File: config.mk
export PLATFORM = sky130hd
export DESIGN_NAME = muldiv_unit
export DESIGN_NICKNAME = d
export VERILOG_FILES = /design/src/rtl/muldiv_unit_pkg.sv /design/src/rtl/muldiv_unit.sv
export SDC_FILE = /design/constraint.sdc
export NUM_CORES = 1
export LEC_CHECK = 0
export CORE_MARGIN = 10
export CORE_UTILIZATION = 40
export DETAILED_ROUTE_END_ITERATION = 16
export PLACE_DENSITY = 0.55
export SYNTH_ARGS = -nofsm -noshare
export SYNTH_HDL_FRONTEND = slang
export SYNTH_SLANG_ARGS = --single-unit
File: constraint.sdc
create_clock -name clk -period 3.8 [get_ports clk]
set_input_delay 0.57 -clock clk [delete_from_list [all_inputs] [get_ports clk]]
set_output_delay 0.57 -clock clk [all_outputs]
set_load 0.02 [all_outputs]
File: src/rtl/muldiv_unit_pkg.sv
// Shared definitions for the RV32M iterative multiply/divide unit:
// funct3 op codes, FSM state type and the iteration count.
package muldiv_unit_pkg;

    localparam int ITER = 32;

    localparam logic [2:0] OP_MUL    = 3'b000;
    localparam logic [2:0] OP_MULH   = 3'b001;
    localparam logic [2:0] OP_MULHSU = 3'b010;
    localparam logic [2:0] OP_MULHU  = 3'b011;
    localparam logic [2:0] OP_DIV    = 3'b100;
    localparam logic [2:0] OP_DIVU   = 3'b101;
    localparam logic [2:0] OP_REM    = 3'b110;
    localparam logic [2:0] OP_REMU   = 3'b111;

    typedef enum logic [1:0] {
        ST_IDLE,
        ST_CALC,
        ST_DONE
    } state_t;

    function automatic logic op_a_signed(input logic [2:0] f);
        return (f == OP_MULH) || (f == OP_MULHSU) || (f == OP_DIV) || (f == OP_REM);
    endfunction

    function automatic logic op_b_signed(input logic [2:0] f);
        return (f == OP_MULH) || (f == OP_DIV) || (f == OP_REM);
    endfunction

endpackage

File: src/rtl/muldiv_unit.sv
// Iterative RV32M multiply/divide: 32 shift-add or restoring-divide steps on
// operand magnitudes, sign fix-up in DONE, fixed 33-edge latency to done.
module muldiv_unit
    import muldiv_unit_pkg::*;
#(
    parameter int XLEN = 32
) (
    input  logic            clk,
    input  logic            rst,
    input  logic            start,
    input  logic [2:0]      funct3,
    input  logic [XLEN-1:0] a,
    input  logic [XLEN-1:0] b,
    output logic            busy,
    output logic            done,
    output logic [XLEN-1:0] result
);

    localparam logic [4:0] LAST_ITER = 5'(ITER - 1);

    state_t            state_reg, state_next;
    logic [4:0]        cnt_reg;
    logic [2:0]        op_reg;
    logic [XLEN-1:0]   a_reg, mag_reg, result_reg;
    logic [2*XLEN-1:0] acc_reg;
    logic              neg_reg, a_neg_reg, b_zero_reg, done_reg;

    // Operand magnitudes for latching at the start edge
    logic            a_neg, b_neg;
    logic [XLEN-1:0] a_mag, b_mag;

    always_comb begin
        a_neg = op_a_signed(funct3) & a[XLEN-1];
        b_neg = op_b_signed(funct3) & b[XLEN-1];
        a_mag = a_neg ? -a : a;
        b_mag = b_neg ? -b : b;
    end

    // One iteration step: shift-add multiply keeps {hi, lo} of the product,
    // restoring divide keeps {remainder, quotient}.
    logic [XLEN:0]     mul_sum, rem_shift;
    logic [XLEN-1:0]   rem_sub;
    logic              rem_ge;
    logic [2*XLEN-1:0] acc_step;

    always_comb begin
        mul_sum   = {1'b0, acc_reg[2*XLEN-1:XLEN]} + (acc_reg[0] ? {1'b0, mag_reg} : '0);
        rem_shift = acc_reg[2*XLEN-1:XLEN-1];
        rem_ge    = rem_shift >= {1'b0, mag_reg};
        rem_sub   = rem_shift[XLEN-1:0] - mag_reg;
        acc_step  = '0;
        if (!op_reg[2])
            acc_step = {mul_sum, acc_reg[XLEN-1:1]};
        else if (rem_ge)
            acc_step = {rem_sub, acc_reg[XLEN-2:0], 1'b1};
        else
            acc_step = {rem_shift[XLEN-1:0], acc_reg[XLEN-2:0], 1'b0};
    end

    logic [2*XLEN-1:0] prod_signed;
    logic [XLEN-1:0]   quo_signed, rem_signed, result_final;

    always_comb begin
        prod_signed  = neg_reg ? -acc_reg : acc_reg;
        quo_signed   = neg_reg ? -acc_reg[XLEN-1:0] : acc_reg[XLEN-1:0];
        rem_signed   = a_neg_reg ? -acc_reg[2*XLEN-1:XLEN] : acc_reg[2*XLEN-1:XLEN];
        result_final = '0;
        if (!op_reg[2])
            result_final = (op_reg[1:0] == 2'b00) ? prod_signed[XLEN-1:0]
                                                  : prod_signed[2*XLEN-1:XLEN];
        else if (b_zero_reg)
            result_final = op_reg[1] ? a_reg : '1;
        else
            result_final = op_reg[1] ? rem_signed : quo_signed;
    end

    always_comb begin
        state_next = state_reg;
        case (state_reg)
            ST_IDLE: if (start) state_next = ST_CALC;
            ST_CALC: if (cnt_reg == LAST_ITER) state_next = ST_DONE;
            ST_DONE: state_next = ST_IDLE;
            default: state_next = ST_IDLE;
        endcase
    end

    always_ff @(posedge clk) begin
        if (rst) begin
            state_reg  <= ST_IDLE;
            cnt_reg    <= '0;
            op_reg     <= '0;
            a_reg      <= '0;
            mag_reg    <= '0;
            acc_reg    <= '0;
            neg_reg    <= 1'b0;
            a_neg_reg  <= 1'b0;
            b_zero_reg <= 1'b0;
            result_reg <= '0;
            done_reg   <= 1'b0;
        end else begin
            state_reg <= state_next;
            done_reg  <= 1'b0;
            case (state_reg)
                ST_IDLE: if (start) begin
                    op_reg     <= funct3;
                    a_reg      <= a;
                    cnt_reg    <= '0;
                    neg_reg    <= a_neg ^ b_neg;
                    a_neg_reg  <= a_neg;
                    b_zero_reg <= (b == '0);
                    acc_reg    <= funct3[2] ? {{XLEN{1'b0}}, a_mag} : {{XLEN{1'b0}}, b_mag};
                    mag_reg    <= funct3[2] ? b_mag : a_mag;
                end
                ST_CALC: begin
                    acc_reg <= acc_step;
                    cnt_reg <= cnt_reg + 5'd1;
                end
                ST_DONE: begin
                    result_reg <= result_final;
                    done_reg   <= 1'b1;
                end
                default: ;
            endcase
        end
    end

    assign busy   = (state_reg != ST_IDLE);
    assign done   = done_reg;
    assign result = result_reg;

endmodule

==> summary.txt <==
Status
  – Status: complete, no violations

Logic synthesis
  – Post-synth cell types: 81
  – Ys async rst share: 0
  – Top FF cell, synth: dfxtp_1
  – Number of flops mapped to enable cells by yosys: 0
  – #FFs+latches synth: 174
  – Warnings from Yosys: 0
  – Sequential area share after synthesis: 0.2203
  – Synth Area per Inst: 7.090 um^2
  – Syn Nets: 2372
  – Post-synthesis instance total: 2230
  – Mapped Area: 0.01581 mm^2

Worst setup path
  – Critical R2R Launch: acc_reg[31]$_SDFFE_PP0P_
  – R2r setup slk: 0.20 ns
  – CP Class: flop to flop
  – Required time worst endpoint: 4.19 ns
  – Crit Path Max Fanout: 4
  – Crit path cell chain: inv_1 -> ha_1 -> inv_1 -> fa_1 -> a211oi_1 -> o21bai_1 -> o221ai_2 -> o31ai_1 -> a21oi_1 -> o21bai_1 -> o31a_1 -> nor4b_1 -> o31ai_1 -> a32oi_1
  – Slowest CP cell: fa_1
  – Crit-path leading delay family: compound AO/OA/AOI/OAI gates
  – Reg2Reg Depth: 14
  – Crit path buf inv count: 2
  – Worst EP arrival: 3.99 ns
  – Capturing point of the worst reg2reg path: acc_reg[60]$_SDFFE_PP0P_
  – Largest stage delay on the critical path: 0.43 ns
  – Worst Setup Start Kind: flop
  – CP endpoint kind: flop

STA
  – Pins Over Slew Limit: 0
  – Min Hold Slack: 0.4542 ns
  – RSZ-0062 raised after global routing: false
  – Clk_skew: 0.01517 ns
  – Final hold violation count: 0
  – Final setup fails: 0
  – Final period util: 0.9486
  – Worst-margin pin slew: 1.265 ns
  – Fin crit period: 3.605 ns
  – Slew headroom: 0.1501
  – Setup_tns: 0 ns
  – Maximum clock rate: 277.4 MHz

Hold path
  – Hold path start: mag_reg[3]$_SDFFE_PP0P_
  – Worst hold path class: flop to flop
  – Hold Path End: mag_reg[3]$_SDFFE_PP0P_
  – WHS Path Cells: 2

Layout
  – ANT cells: 0
  – Footprint of the multi-input gates: 0.01135 mm^2
  – Max reg flops: 64
  – # nets final: 2421
  – Filler Cell Count: 3995
  – Layout area overhead: 15.27%
  – Commonest non-fill, non-tap cell in the layout: nand2_1
  – FF/Latch Area: 0.003491 mm^2
  – Share of layout cells above drive strength 1: 0.08159
  – Fin util: 0.4694
  – Commonest cells after routing, fill and taps aside: nand2_1, a21oi_1, nor2_1

Power
  – Total Power: 6.047 mW
  – Worst VDD drop: 0.3330 mV
  – Pwr dens: 331.7 mW/mm^2
  – LEAKAGE: 7.082 nW

Die
  – Initial Util: 0.4072
  – Die footprint: 0.04788 mm^2
  – # IOs: 104
  – Die width: 218.8 um
  – Row count: 72
  – Core box area: 0.03883 mm^2
  – Die H: 218.8 um

GRT
  – Initial antenna violation count: 1
  – All-layer global routing usage: 0.2678
  – Vias in the first global route: 15656
  – First-pass GRT wire length: 98.19 mm
  – GRT overflow: 0
  – Largest net degree at the start of global routing: 89

Drt
  – Vias: 16942
  – 1st-pass router iterations: 8
  – Routed vias/inst: 6.029
  – Final wirelength: 66.40 mm
  – Post-route ant nets: 0
  – Initial DRC Count: 1667
  – DRC Markers: 0
  – Routed len/inst: 23.63 um

Clocking
  – Post-CTS setup buffer count: 0
  – Cts hold-fix bufs: 0
  – CTS Buf Count: 17
  – Latest clock arrival within the worst-skew pair: 0.47 ns
  – Max Root-Sink Buffers: 2
  – Number of H-tree levels: 4
  – Clk pin slew, worst setup/hold paths: 0.08 ns
  – Clock Sink Count: 174
  – Root Buffer: clkbuf_16
  – CTS tree: done

Placement
  – DPL Wire Length: 52.12 mm
  – GP Congestion: 0.9650
  – Port Buffers: 103

Flow run
  – Max Cap Viol: 0
==> stage by stage <==
step | setup WS [ns] | instances | instance area [um^2]
after floorplan | 0.6568 | 2230 | 15810
after global placement | 0.1540 | 2778 | 17630
after detailed placement | 0.1201 | 2778 | 17630
after CTS | 0.1390 | 2810 | 18210
after global routing | 0.002412 | 2810 | 18230
final | 0.1953 | 2810 | 18230
==> logic make-up (layout without fill, tap and decap cells) <==
logic type	count (synthesis)	after routing	share of synthesized area
AO/OA/AOI/OAI	762	762	0.3045
AND/OR/NAND/NOR	708	708	0.2083
buffers and inverters	262	324	0.06497
XOR/XNOR	200	200	0.1108
flip-flops	174	174	0.2203
adder cells (fa/ha/maj)	72	72	0.05793
multiplexers	52	52	0.03324
==> worst register-to-register path, cell delays in order, from the launching register on <==
cell and delay, ns:
dfxtp_1 0.36, inv_1 0.11, ha_1 0.17, inv_1 0.06
fa_1 0.43, a211oi_1 0.30, o21bai_1 0.20, o221ai_2 0.31
o31ai_1 0.15, a21oi_1 0.32, o21bai_1 0.14, o31a_1 0.31
nor4b_1 0.34, o31ai_1 0.13, a32oi_1 0.21
==> worst max path at each step <==
stage,from,endpoint,slack (ns),cells after the start
global placement,b[9],mag_reg[30]$_SDFFE_PP0P_,0.15,10
CTS,acc_reg[0]$_SDFFE_PP0P_,acc_reg[59]$_SDFFE_PP0P_,0.14,15
finish,acc_reg[31]$_SDFFE_PP0P_,acc_reg[60]$_SDFFE_PP0P_,0.20,14
global route,acc_reg[31]$_SDFFE_PP0P_,acc_reg[60]$_SDFFE_PP0P_,0.002,14
floorplan,acc_reg[0]$_SDFFE_PP0P_,acc_reg[59]$_SDFFE_PP0P_,0.66,15
detailed placement,b[9],acc_reg[27]$_SDFFE_PP0P_,0.12,11
==> power breakdown <==
| group | internal, mW | total [mW] | leakage (nW) | switching, mW |
|---|---|---|---|---|
| Sequential | 1.92 | 2.08 | 1.42 | 0.162 |
| Combinational | 0.791 | 2.13 | 5.38 | 1.34 |
| Clock | 0.932 | 1.83 | 0.274 | 0.895 |
==> layer usage <==
| metal | wire, um | vias up | track usage |
|---|---|---|---|
| met5 | 0 | - | 0 |
| met4 | 2302 | 0 | 0.1016 |
| met3 | 5275 | 87 | 0.05309 |
| met2 | 28800 | 690 | 0.4064 |
| met1 | 30020 | 8052 | 0.3667 |
| li1 | - | 8113 | - |
==> final cells by class <==
class                      instances  share of cell area
sequential                       174              0.1915
tap                              518             0.03556
clock inverter                    13            0.008032
timing repair buffer             213              0.1021
clock buffer                      19             0.02375
inverter                          79             0.01627
multi-input combinational       1794              0.6227
==> cells in the mapped netlist, types with 7 or more instances <==
library cell    n  share of area
a21oi_1       227          0.072
nor3_1         33          0.010
a221oi_1        9         0.0050
dfxtp_1       174           0.22
mux2i_1        48          0.030
a22oi_1        15         0.0071
a221o_1         8         0.0051
nor2b_1        11         0.0044
nand2_1       270          0.064
o21bai_1        8         0.0038
and2_1          7         0.0028
a21o_1         36          0.017
xor2_1        105          0.058
buf_1          24         0.0057
a22o_1         10         0.0055
clkbuf_1      144          0.034
or3_1          21         0.0083
a311oi_1       10         0.0055
nor4_1         16         0.0063
nand3b_1       15         0.0071
nand3_1        37          0.012
nor2_1        207          0.049
xnor2_1        95          0.053
a211oi_1       78          0.037
o41ai_1        12         0.0066
o211ai_1       50          0.024
o21ai_1        18         0.0057
buf_2          11         0.0035
a31oi_1        13         0.0051
ha_1           70          0.055
o21ai_0       173          0.055
nand4_1        17         0.0067
o31ai_1        30          0.014
nand2b_1       19         0.0075
or4_1          15         0.0071
o21a_1          9         0.0043
inv_1          79          0.019
==> timing repair <==
action | 4_1_cts | 5_1_grt
gates resized for setup | 0 | 4
hold endpoints to repair | 0 | 0
endpoints found under the setup margin | 0 | 2
Note: power is estimated with default switching activity, not from simulation.
